$ cat src/rtl/regfile_wb_arbiter_pkg.sv
// Shared widths and types for the register-file writeback arbiter.
package regfile_wb_arbiter_pkg;
    localparam int REG_AW   = 5;
    localparam int XLEN     = 32;
    localparam int NUM_REGS = 2 ** REG_AW;

    typedef logic [REG_AW-1:0] reg_idx_t;

    typedef struct packed {
        reg_idx_t          rd;
        logic [XLEN-1:0]   data;
    } wb_beat_t;
endpackage

$ cat src/rtl/regfile_wb_arbiter_rr.sv
// Round-robin one-hot grant starting at a pointer that moves past each winner.
// Grant is combinational; no grant is issued while reset is asserted.
module rr_arbiter #(
    parameter int N = 2
) (
    input  logic         clk,
    input  logic         rst_n,
    input  logic [N-1:0] req,
    output logic [N-1:0] gnt
);
    localparam int IW = (N > 1) ? $clog2(N) : 1;

    logic [IW-1:0] ptr;
    logic [IW-1:0] gidx;
    logic [IW:0]   cand;
    logic          found;

    always_comb begin
        gnt   = '0;
        gidx  = '0;
        cand  = '0;
        found = 1'b0;
        for (int k = 0; k < N; k++) begin
            cand = {1'b0, ptr} + (IW+1)'(k);
            if (cand >= (IW+1)'(N)) begin
                cand = cand - (IW+1)'(N);
            end
            if (!found && req[cand[IW-1:0]]) begin
                found                 = 1'b1;
                gidx                  = cand[IW-1:0];
                gnt[cand[IW-1:0]]     = 1'b1;
            end
        end
        if (!rst_n) begin
            gnt = '0;
        end
    end

    always_ff @(posedge clk or negedge rst_n) begin
        if (!rst_n) begin
            ptr <= '0;
        end else if (|gnt) begin
            ptr <= (gidx == IW'(N - 1)) ? '0 : gidx + 1'b1;
        end
    end
endmodule

$ cat src/rtl/regfile_wb_arbiter.sv
// Arbitrates writeback sources onto the single register-file write port and
// tracks pending writes per register for issue-stage RAW/WAW hazard checks.
module regfile_wb_arbiter #(
    parameter int NUM_REQ = 2,
    parameter int XLEN    = regfile_wb_arbiter_pkg::XLEN,
    parameter int REG_AW  = regfile_wb_arbiter_pkg::REG_AW
) (
    input  logic                    clk,
    input  logic                    rst_n,
    input  logic [NUM_REQ-1:0]      req_valid,
    output logic [NUM_REQ-1:0]      req_ready,
    input  logic [NUM_REQ*REG_AW-1:0] req_rd,
    input  logic [NUM_REQ*XLEN-1:0] req_data,
    output logic                    rf_wr_en,
    output logic [REG_AW-1:0]       rf_write_select,
    output logic [XLEN-1:0]         rf_data_in,
    input  logic                    issue_valid,
    input  logic [REG_AW-1:0]       issue_rd,
    output logic                    issue_ready,
    input  logic                    flush,
    input  logic [REG_AW-1:0]       rs1_sel,
    input  logic [REG_AW-1:0]       rs2_sel,
    output logic                    rs1_busy,
    output logic                    rs2_busy,
    output logic [2**REG_AW-1:0]    busy_mask
);
    import regfile_wb_arbiter_pkg::*;

    localparam int NREG = 2 ** REG_AW;

    logic [NUM_REQ-1:0] gnt;
    wb_beat_t           sel_beat;
    logic [NREG-1:0]    busy;
    logic [NREG-1:0]    busy_nxt;

    rr_arbiter #(.N(NUM_REQ)) u_arb (
        .clk   (clk),
        .rst_n (rst_n),
        .req   (req_valid),
        .gnt   (gnt)
    );

    assign req_ready = gnt;

    always_comb begin
        sel_beat = '0;
        for (int i = 0; i < NUM_REQ; i++) begin
            if (gnt[i]) begin
                sel_beat.rd   = req_rd[i*REG_AW +: REG_AW];
                sel_beat.data = req_data[i*XLEN +: XLEN];
            end
        end
    end

    // A beat to x0 is consumed but never reaches the register file.
    always_ff @(posedge clk or negedge rst_n) begin
        if (!rst_n) begin
            rf_wr_en        <= 1'b0;
            rf_write_select <= '0;
            rf_data_in      <= '0;
        end else if (|gnt) begin
            rf_wr_en        <= (sel_beat.rd != '0);
            rf_write_select <= sel_beat.rd;
            rf_data_in      <= sel_beat.data;
        end else begin
            rf_wr_en        <= 1'b0;
        end
    end

    assign issue_ready = (issue_rd == '0) || !busy[issue_rd];
    assign rs1_busy    = busy[rs1_sel];
    assign rs2_busy    = busy[rs2_sel];
    assign busy_mask   = busy;

    // Flush wins over everything; set and clear never target the same bit.
    always_comb begin
        busy_nxt = busy;
        if (rf_wr_en) begin
            busy_nxt[rf_write_select] = 1'b0;
        end
        if (issue_valid && issue_ready && (issue_rd != '0)) begin
            busy_nxt[issue_rd] = 1'b1;
        end
        if (flush) begin
            busy_nxt = '0;
        end
        busy_nxt[0] = 1'b0;
    end

    always_ff @(posedge clk or negedge rst_n) begin
        if (!rst_n) begin
            busy <= '0;
        end else begin
            busy <= busy_nxt;
        end
    end
endmodule

$ cat config.mk
export PLATFORM = sky130hd
export DESIGN_NAME = regfile_wb_arbiter
export DESIGN_NICKNAME = d
export VERILOG_FILES = /design/src/rtl/regfile_wb_arbiter_pkg.sv /design/src/rtl/regfile_wb_arbiter_rr.sv /design/src/rtl/regfile_wb_arbiter.sv
export SDC_FILE = /design/constraint.sdc
export NUM_CORES = 1
export LEC_CHECK = 0
export BUFFER_PORTS_ARGS = -buffer_cell sky130_fd_sc_hd__buf_2
export CAP_MARGIN = 10
export CELL_PAD_IN_SITES_DETAIL_PLACEMENT = 0
export CELL_PAD_IN_SITES_GLOBAL_PLACEMENT = 1
export CORE_MARGIN = 2
export CORE_UTILIZATION = 39
export CTS_CLUSTER_DIAMETER = 30
export DETAILED_ROUTE_END_ITERATION = 10
export PLACE_DENSITY = 0.95
export SETUP_SLACK_MARGIN = 0.05
export SYNTH_ARGS = -nofsm -noshare
export SYNTH_HDL_FRONTEND = slang
export SYNTH_SLANG_ARGS = --single-unit
$ cat constraint.sdc
create_clock -name clk -period 3.8 [get_ports clk]
set_input_delay 0.57 -clock clk [delete_from_list [all_inputs] [get_ports clk]]
set_output_delay 0.57 -clock clk [all_outputs]
set_load 0.01 [all_outputs]
==> impl_metrics.json <==
{
  "drc": 0,
  "slew_violations": 0,
  "clk_pin_slew_worst_paths_ns": 0.08,
  "antenna_found_initial": 0,
  "cts.repair.resized": 0,
  "final_cell_area_um2": 5190,
  "worst_skew_pair.late_latency_ns": 0.35,
  "placed_area_um2": 4990,
  "ys_seq_area_frac": 0.429,
  "synth_cell_types": 50,
  "final.setup_skew_ns": 0.00836,
  "seqPwrFrac": 0.465,
  "portBuffers": 168,
  "root_buffer": "clkbuf_8",
  "nFillCells": 958,
  "start_kind": "input pin",
  "crit_slowest_cell": "mux2_2",
  "holdWs_ns": 0.215,
  "arrival_ns": 2.47,
  "finalSetupViolations": 0,
  "swShare": 0.312,
  "std_cell_rows": 37,
  "io_pins": 170,
  "cpPeakStageDelay_ns": 0.39,
  "drt_iter0_drc": 390,
  "crit_path_max_fanout": 17,
  "grt_usage": 0.231,
  "synthesis.nets": 480,
  "grt_pass1_wl_mm": 20.6,
  "clock_power_share": 0.319,
  "grt_max_degree": 49,
  "syn_inst": 385,
  "fmax_mhz": 329,
  "fin_crit_sh": 0.800,
  "cts_tree": "done",
  "path_common_cell": "buf_2",
  "slew_headroom": 0.596,
  "wl_mm": 12.9,
  "finalWorstSetupSlack_ns": 0.759,
  "status": "finished, final reports clean",
  "p_int_mw": 1.31,
  "fin_nets": 630,
  "power_density_nw_per_um2": 367,
  "synth_seq_cells": 70,
  "postRouteAntennaNets": 0,
  "synthToLayoutAreaGrowth_pct": 27.1,
  "comb_power_share": 0.216,
  "die_w_um": 106,
  "p_total_mw": 1.90,
  "hold_viol_final": 0,
  "min_period_ns": 3.04,
  "cts_sinks": 70,
  "cts_buffers": 9,
  "synth_edf_count": 0,
  "cap_violations": 0,
  "rsz0062_at_grt": "no",
  "synth_area_um2": 4080,
  "vias": 4067,
  "wire_per_inst_um": 19.1,
  "ctsLongestPathBuffers": 2,
  "cts_setup_buffers": 0,
  "avgSynthCellArea_um2": 10.6,
  "dp_hpwl_mm": 9.88,
  "crit_chain": "buf_2 > mux2_2 > a222oi_1 > nand3b_1 > a211oi_1 > buf_2",
  "ys.flop_type": "dfrtp_1",
  "die_area_um2": 11300,
  "peakVddDrop_mv": 0.273,
  "critPathKind": "in -> out",
  "initial_core_util": 0.399,
  "grt_pass1_vias": 3920,
  "power.leakage_nw": 2.58,
  "die_h_um": 106,
  "post-place-ws_ns": 0.779,
  "setup_tns_ns": 0,
  "antennaDiodeCount": 0,
  "setup.worst_path.end_class": "output port",
  "yosys_warnings": 0,
  "worst_pin_slew_ns": 0.606,
  "switchingPower_mw": 0.593,
  "multi_input_area_um2": 2020,
  "drive_above_1_share": 0.413,
  "hold_class": "in -> async",
  "core_um2": 10200,
  "cp_data_required_time_ns": 3.23,
  "gp_congestion": 0.898,
  "grt_overflow_total": 0,
  "cts_htree_levels": 3,
  "cts_hold_buf": 0,
  "seq_area_um2": 1750,
  "vias_per_cell": 6.02,
  "ys_async_sr_fraction": 1.00,
  "drt_first_pass_iters": 9
}
## per-layer routing
metal / GRT usage / wire, um
met5: 0 / 0
met4: 0.0977 / 348
met3: 0.0601 / 1350
met2: 0.363 / 6100
met1: 0.301 / 5110
## worst max-delay path, delay by kind of cell
| family | cells | cell delay (ns) |
|---|---|---|
| multiplexers | 1 | 0.39 |
| AND/OR/NAND/NOR | 1 | 0.22 |
| AO/OA/AOI/OAI | 2 | 0.75 |
| buffers and inverters | 2 | 0.54 |
## cells in the mapped netlist, types with 10 or more instances
cell	count	area (um2)
mux2i_1	14	140
mux4_2	12	270
dfrtp_1	70	1750
clkbuf_1	22	82.6
o21ai_0	18	90.1
o211ai_1	19	143
nand3_1	14	70.1
nand2_1	18	67.6
o41ai_1	11	96.3
inv_1	43	161
a222oi_1	38	380
nand3b_1	10	75.1
## path summary, 6_finish.rpt
| kind | to | from | cells past startpoint | slack [ns] |
|---|---|---|---|---|
| worst max-delay path | issue_ready | issue_rd[1] | 6 | 0.76 |
| worst min-delay path | rf_data_in[3]$_DFFE_PN0P_ | rst_n | 1 | 0.21 |
| worst max register to register | busy_mask[2]$_DFF_PN0_ | busy_mask[14]$_DFF_PN0_ | 4 | 1.99 |
| worst min register to register | rf_data_in[1]$_DFFE_PN0P_ | rf_data_in[1]$_DFFE_PN0P_ | 2 | 0.51 |
| max in group asynchronous | busy_mask[14]$_DFF_PN0_ | rst_n | 2 | 2.56 |
| min in group clk | rf_data_in[3]$_DFFE_PN0P_ | req_data[3] | 3 | 0.43 |
## state kept, by name (all words and copies together) (netlist names), named ones only
signal           flops
rf_wr_en             1
rf_data_in          32
busy_mask           31
rf_write_select      5
## power by group through the flow
| stage | sequential [mW] | combinational (mW) | clock, mW |
|---|---|---|---|
| finish | 0.885 | 0.412 | 0.606 |
| CTS | 0.882 | 0.413 | 0.618 |
| floorplan | 0.906 | 0.202 | 0 |
| global placement | 0.893 | 0.400 | 0 |
| detailed placement | 0.894 | 0.414 | 0 |
| global route | 0.895 | 0.452 | 0.653 |
## layout by cell type, fill, tap and decap left out, drive strengths merged, types with 10 or more instances in the layout
cell | synthesis | routed
dfrtp | 70 | 70
buf | 13 | 174
mux4 | 14 | 14
o21ai | 19 | 19
nand2 | 18 | 18
clkbuf | 22 | 10
mux2i | 14 | 14
nand3b | 10 | 10
nand3 | 15 | 15
o211ai | 19 | 19
o41ai | 11 | 11
inv | 43 | 43
a222oi | 38 | 38
## per-stage QoR
step           utilization  std cells
6_report             0.507        676
4_1_cts              0.507        676
3_3_place_gp         0.488        660
2_1_floorplan            -        385
3_5_place_dp         0.488        660
5_1_grt              0.507        676
## area by class of cell
class | count | share of cell area
well taps | 136 | 0.0328
multi-input cells | 237 | 0.389
repair buffers | 174 | 0.171
clock inverters | 6 | 0.0118
inverters | 43 | 0.0311
clock buffers | 10 | 0.0265
flip-flops and latches | 70 | 0.338
## cells by family after synthesis
family	synth area share
AOI/OAI and AO/OA	0.228
and+or+nand+nor	0.124
buffers and inverters	0.0790
DFF	0.429
muxes	0.139
other	0.000918
No activity file was read; power rests on OpenSTA's default activity.
